[src/rtl/systolic_feed_controller.sv]
`default_nettype none
// ============================================================================
// systolic_feed_controller: runs one skewed-wavefront matmul per start
// Revision: 1.0
// ============================================================================
module systolic_feed_controller #(
  parameter int DATA_WIDTH        = 8,
  parameter int ARRAY_SIZE        = 3,
  parameter int ACCUMULATOR_WIDTH = 2*DATA_WIDTH + $clog2(ARRAY_SIZE),
  parameter int TIMEOUT_CYCLES    = 64,
  localparam int IW               = (ARRAY_SIZE > 1) ? $clog2(ARRAY_SIZE) : 1
) (
  input  logic                                          clk,
  input  logic                                          rst,
  input  logic                                          load_valid,
  input  logic                                          load_sel,
  input  logic [IW-1:0]                                 load_row,
  input  logic [IW-1:0]                                 load_col,
  input  logic [DATA_WIDTH-1:0]                         load_data,
  output logic                                          load_ready,
  input  logic                                          start,
  output logic                                          busy,
  output logic                                          done,
  output logic                                          error,
  output logic                                          res_valid,
  input  logic [IW-1:0]                                 res_row,
  input  logic [IW-1:0]                                 res_col,
  output logic [ACCUMULATOR_WIDTH-1:0]                  res_data,
  output logic                                          arr_clear,
  output logic                                          arr_enable,
  output logic [ARRAY_SIZE*DATA_WIDTH-1:0]              arr_a,
  output logic [ARRAY_SIZE*DATA_WIDTH-1:0]              arr_b,
  input  logic [ARRAY_SIZE*ARRAY_SIZE*ACCUMULATOR_WIDTH-1:0] arr_c,
  input  logic                                          arr_done
);

  localparam int TW = $clog2(2*ARRAY_SIZE) + 1;
  localparam int WW = $clog2(TIMEOUT_CYCLES) + 1;
  localparam logic [TW-1:0] LAST_T = TW'(2*ARRAY_SIZE - 1);
  localparam logic [WW-1:0] LAST_W = WW'(TIMEOUT_CYCLES - 1);

  typedef enum logic [2:0] {
    S_IDLE  = 3'd0,
    S_CLEAR = 3'd1,
    S_FEED  = 3'd2,
    S_WAIT  = 3'd3,
    S_DONE  = 3'd4
  } state_t;

  state_t state_q, state_d;
  logic [TW-1:0] t_q, t_d;
  logic [WW-1:0] w_q, w_d;
  logic [ARRAY_SIZE*DATA_WIDTH-1:0] arr_a_q, arr_a_d, arr_b_q, arr_b_d;
  logic arr_clear_q, arr_enable_q, done_q, error_q, res_valid_q;

  logic [DATA_WIDTH-1:0]        a_mem [ARRAY_SIZE][ARRAY_SIZE];
  logic [DATA_WIDTH-1:0]        b_mem [ARRAY_SIZE][ARRAY_SIZE];
  logic [ACCUMULATOR_WIDTH-1:0] res_q [ARRAY_SIZE][ARRAY_SIZE];

  logic accept_start, capture, timeout;

  assign accept_start = (state_q == S_IDLE) && start;
  assign capture      = (state_q == S_WAIT) && arr_done;
  assign timeout      = (state_q == S_WAIT) && !arr_done && (w_q == LAST_W);

  always_comb begin
    state_d = state_q;
    t_d     = t_q;
    w_d     = w_q;
    case (state_q)
      S_IDLE:  if (start) state_d = S_CLEAR;
      S_CLEAR: begin
        state_d = S_FEED;
        t_d     = '0;
      end
      S_FEED: begin
        if (t_q == LAST_T) begin
          state_d = S_WAIT;
          w_d     = '0;
        end else begin
          t_d = t_q + TW'(1);
        end
      end
      S_WAIT: begin
        if (capture || timeout) state_d = S_DONE;
        else                    w_d     = w_q + WW'(1);
      end
      S_DONE:  state_d = S_IDLE;
      default: state_d = S_IDLE;
    endcase
  end

  // Lanes are registered, so they are decoded from the next feed step t_d.
  always_comb begin
    int k;
    k       = 0;
    arr_a_d = '0;
    arr_b_d = '0;
    if (state_d == S_FEED) begin
      for (int i = 0; i < ARRAY_SIZE; i++) begin
        k = int'(t_d) - i;
        if (k >= 0 && k < ARRAY_SIZE) begin
          arr_a_d[i*DATA_WIDTH +: DATA_WIDTH] = a_mem[i][IW'(k)];
          arr_b_d[i*DATA_WIDTH +: DATA_WIDTH] = b_mem[IW'(k)][i];
        end
      end
    end
  end

  always_ff @(posedge clk) begin
    if (rst) begin
      state_q      <= S_IDLE;
      t_q          <= '0;
      w_q          <= '0;
      arr_a_q      <= '0;
      arr_b_q      <= '0;
      arr_clear_q  <= 1'b0;
      arr_enable_q <= 1'b0;
      done_q       <= 1'b0;
      error_q      <= 1'b0;
      res_valid_q  <= 1'b0;
    end else begin
      state_q      <= state_d;
      t_q          <= t_d;
      w_q          <= w_d;
      arr_a_q      <= arr_a_d;
      arr_b_q      <= arr_b_d;
      arr_clear_q  <= (state_d == S_CLEAR);
      arr_enable_q <= (state_d == S_FEED) || (state_d == S_WAIT) || (state_d == S_DONE);
      done_q       <= (state_d == S_DONE);
      if (accept_start) begin
        error_q     <= 1'b0;
        res_valid_q <= 1'b0;
      end else begin
        if (timeout) error_q     <= 1'b1;
        if (capture) res_valid_q <= 1'b1;
      end
    end
  end

  // Operand storage deliberately survives reset so a run can be repeated.
  always_ff @(posedge clk) begin
    if ((state_q == S_IDLE) && load_valid) begin
      if (load_sel) b_mem[load_row][load_col] <= load_data;
      else          a_mem[load_row][load_col] <= load_data;
    end
  end

  always_ff @(posedge clk) begin
    if (rst) begin
      for (int i = 0; i < ARRAY_SIZE; i++)
        for (int j = 0; j < ARRAY_SIZE; j++)
          res_q[i][j] <= '0;
    end else if (capture) begin
      for (int i = 0; i < ARRAY_SIZE; i++)
        for (int j = 0; j < ARRAY_SIZE; j++)
          res_q[i][j] <= arr_c[(i*ARRAY_SIZE+j)*ACCUMULATOR_WIDTH +: ACCUMULATOR_WIDTH];
    end
  end

  assign load_ready = (state_q == S_IDLE);
  assign busy       = (state_q != S_IDLE);
  assign done       = done_q;
  assign error      = error_q;
  assign res_valid  = res_valid_q;
  assign res_data   = res_q[res_row][res_col];
  assign arr_clear  = arr_clear_q;
  assign arr_enable = arr_enable_q;
  assign arr_a      = arr_a_q;
  assign arr_b      = arr_b_q;

endmodule
`default_nettype wire
[config.mk]
export PLATFORM = sky130hd
export DESIGN_NAME = systolic_feed_controller
export DESIGN_NICKNAME = d
export VERILOG_FILES = /design/src/rtl/systolic_feed_controller.sv
export SDC_FILE = /design/constraint.sdc
export NUM_CORES = 1
export LEC_CHECK = 0
export BUFFER_PORTS_ARGS = -buffer_cell sky130_fd_sc_hd__buf_2
export CAP_MARGIN = 20
export CELL_PAD_IN_SITES_DETAIL_PLACEMENT = 0
export CELL_PAD_IN_SITES_GLOBAL_PLACEMENT = 1
export CORE_ASPECT_RATIO = 1.2
export CORE_MARGIN = 2
export CORE_UTILIZATION = 49
export DETAILED_ROUTE_END_ITERATION = 8
export PLACE_DENSITY = 0.87
export SYNTH_ARGS = -nofsm -noshare
export SYNTH_HDL_FRONTEND = slang
export SYNTH_SLANG_ARGS = --single-unit
[constraint.sdc]
create_clock -name clk -period 13.8 [get_ports clk]
set_input_delay 4.14 -clock clk [delete_from_list [all_inputs] [get_ports clk]]
set_output_delay 4.14 -clock clk [all_outputs]
set_load 0.01 [all_outputs]
==> key figures <==
Logic synthesis
  – Commonest cells post-synth: 306 x edfxtp_1, 162 x and2_1, 101 x nor2_1
  – Syn Nets: roughly 1200
  – Post-Syn Area: 14900 um2
  – Top cells by area, synth: edfxtp_1 62%, dfxtp_1 9.0%, and2_1 6.8%
  – Top-count cell post-synth: edfxtp_1
  – Sequential cell area fraction in the yosys report: 70.6%
  – Post-Syn Area per Cell: 14.4 um2
  – Warnings from Yosys: 0
  – Post-synthesis async set-or-reset flop share: 0%
  – Number of synthesized flops with an enable pin: 306
  – Syn Inst Count: 1037
  – Post-synthesis cell type count: 56
  – Flops & latches, synth: 373
  – Ys flop type: edfxtp_1
  – Synth area leader: edfxtp_1
  – Yosys top cell area share: 61.6%

CTS
  – Clk sinks: 373
  – Clk_lat worst skew: about 0.52 ns
  – H-tree Lvls: 2
  – CTS root buf: clkbuf_16
  – CTS Buffer Depth: 3
  – CTS tree: done
  – Clock transition at path regs: around 0.06 ns
  – Post-CTS Setup Inserts: 0
  – Cts repair resizes: 0
  – CTS Buf Count: 36
  – Hold Buf Count CTS: 0

STA
  – Tcrit/Tclk final: 73.8%
  – Slew of the pin with the lowest slew margin: 1.08 ns
  – Max-slew violation count: 0
  – Hold Vio Cnt, Final: 0
  – Max Fclk: 98.3 MHz
  – Final setup viols: 0
  – Max_slew headroom: 28.2%
  – Setup TNS Final: 0 ns
  – RSZ-0062 raised after global routing: false
  – Crit path time final: 10.18 ns
  – Worst setup margin: 3.62 ns
  – Layout Skew: 0.0301 ns

Route
  – Post-DRT Antenna Nets: 0
  – # DRC: 0
  – Vias per cell: 5.35
  – Via count of the routed design: 9112
  – Initial DRC count: between 600 and 700
  – Pre-antenna DRT Iters: 5
  – Routed length per placed instance: 20.4 um
  – Drt total wl: approximately 35000 um

Die
  – Placement Rows: 69
  – DIE HEIGHT: 195 um
  – Die footprint: 31800 um2
  – Die Span X: 163 um
  – Core area: between 20000 and 30000 um2
  – Io pins: 257
  – Starting Density: around half

GRT
  – Antenna violations before repair: 13
  – Total GRT Usage: 21.4%
  – Largest net degree at the start of global routing: roughly 120
  – First-pass GRT wire length: 51700 um
  – Vias in the first global route: 9005
  – GRT overflow: 0

Pwr
  – Total Power: ~2400 uW
  – Max VDD drop: approximately 0.12 mV
  – Power Density: roughly 140 nW/um2
  – Leak Pwr: 0.00696 uW

Place
  – Routability congestion estimate: 0.854
  – Number of I/O port buffers: 256
  – Setup WS pre-CTS: 3.62 ns
  – Dpl hpwl: ~24000 um

Job
  – Max cap viols: 0

Cells and area
  – Final #Nets: 1471
  – Share of cells above drive strength 1: 28.8%
  – Area Growth Syn to Fin: 18.8%

Worst setup path
  – CP required: 9.66 ns
  – Worst Path Max Fanout: 36
  – Worst EP arrival: a little over 6 ns
  – CP delay by family, top: buffers and inverters
  – Slowest Stage Delay on Critical Path: 0.57 ns
  – Register-to-Register Path Depth: 11
  – Startpoint types: input port
  – Setup CP Type: input port to output port
  – Setup crit end kind: output port
  – Crit-path cells: buf_2 -> buf_4 -> mux4_2 -> o21ai_0 -> o22ai_1 -> buf_2
  – Number of cells on the critical path: 6
  – WP buf/inv: 3
  – Cell mode on critical path: buf_2
  – Slowest-stage cell, CP: mux4_2

Hold path
  – Worst hold path class: flip-flop to flip-flop
  – Cell depth of the worst hold path: 2

Run status
  – Status: finished clean
[tightest hold or removal path, cell delays in order (launching register included)]
cell and delay [ns]:
dfxtp_1 0.31, inv_1 0.05, a221oi_1 0.06
[layout make-up]
| type | count | area (um2) |
|---|---|---|
| fill | 2321 | 12100 |
| sequential | 373 | 10500 |
| multi-input combinational | 596 | 4110 |
| timing repair buffer | 265 | 1350 |
| clock buffer | 44 | 951 |
| tap | 390 | 488 |
| clock inverter | 21 | 240 |
| inverter | 9 | 36.3 |
| antenna | 6 | 15.0 |
[metrics by stage]
| stage | hold WS [ns] | cell area, um2 | utilization [%] | instances |
|---|---|---|---|---|
| after floorplan | 0.451 | 14900 | - | 1037 |
| after global placement | 0.456 | 16500 | 55.4 | 1632 |
| after detailed placement | 0.465 | 16500 | 55.4 | 1632 |
| after CTS | 0.476 | 17700 | 59.4 | 1697 |
| after global routing | 0.500 | 17700 | 59.4 | 1699 |
| final | 0.470 | 17700 | 59.5 | 1704 |
[layout by cell type, fill, tap and decap left out, drive strengths merged, types with 2 or more instances in the layout]
cell type	count
bufinv	5
a22oi	32
clkinv	15
buf	265
or2	3
a21oi	31
a211oi	11
edfxtp	306
dfxtp	67
xnor2	5
and2	162
mux2	24
nor2	102
nor3b	2
nand2	54
nand2b	9
nor3	5
nand3	5
diode	6
o2111a	2
a311oi	9
inv	10
nor2b	5
mux2i	45
o211ai	3
clkbuf	44
nand4	5
o21ai	20
ha	6
mux4	18
o22ai	19
[power by group]
part           internal (uW)  switching (uW)  total [uW]
clock                    586             406         993
combinational           65.7            94.2         160
sequential              1240            10.4        1250
total                   1890             511        2410
[routing by layer]
layer,part of all wire (%),global-route usage (%),vias up
met3,8.7,5.61,67
met5,0.33,0,-
met4,1.8,5.47,18
met2,52,37.4,329
met1,38,26.4,4407
li1,-,-,4291
[flip-flops by register name (all words and copies together) (netlist names)]
signal	count
error	1
arr_b	24
arr_a	24
arr_enable	1
a_mem	72
b_mem	72
arr_clear	1
done	1
res_valid	1
w_q	7
res_q	162
state_q	3
t_q	4
[logic make-up (layout without fill, tap and decap cells)]
group | Yosys count | in the layout | share of synthesized area, %
other | 0 | 6 | 0
muxes | 87 | 87 | 7.55
DFF | 373 | 373 | 70.6
adders and majority gates | 6 | 6 | 0.504
xor gates and xnor gates | 6 | 6 | 0.403
AOI/OAI and AO/OA | 134 | 134 | 6.17
buffers and inverters | 68 | 339 | 1.91
and+or+nand+nor | 363 | 363 | 12.8
[path summary, 6_finish.rpt]
| path | from | end | slack [ns] |
|---|---|---|---|
| worst min register to register | res_valid | res_valid | 0.47 |
| worst max-delay path | res_row[0] | res_data[5] | 3.62 |
| worst min-delay path | res_valid | res_valid | 0.47 |
| worst max register to register | t_q[1] | arr_b[15] | 9.68 |
Note: power is estimated with default switching activity, not from simulation.
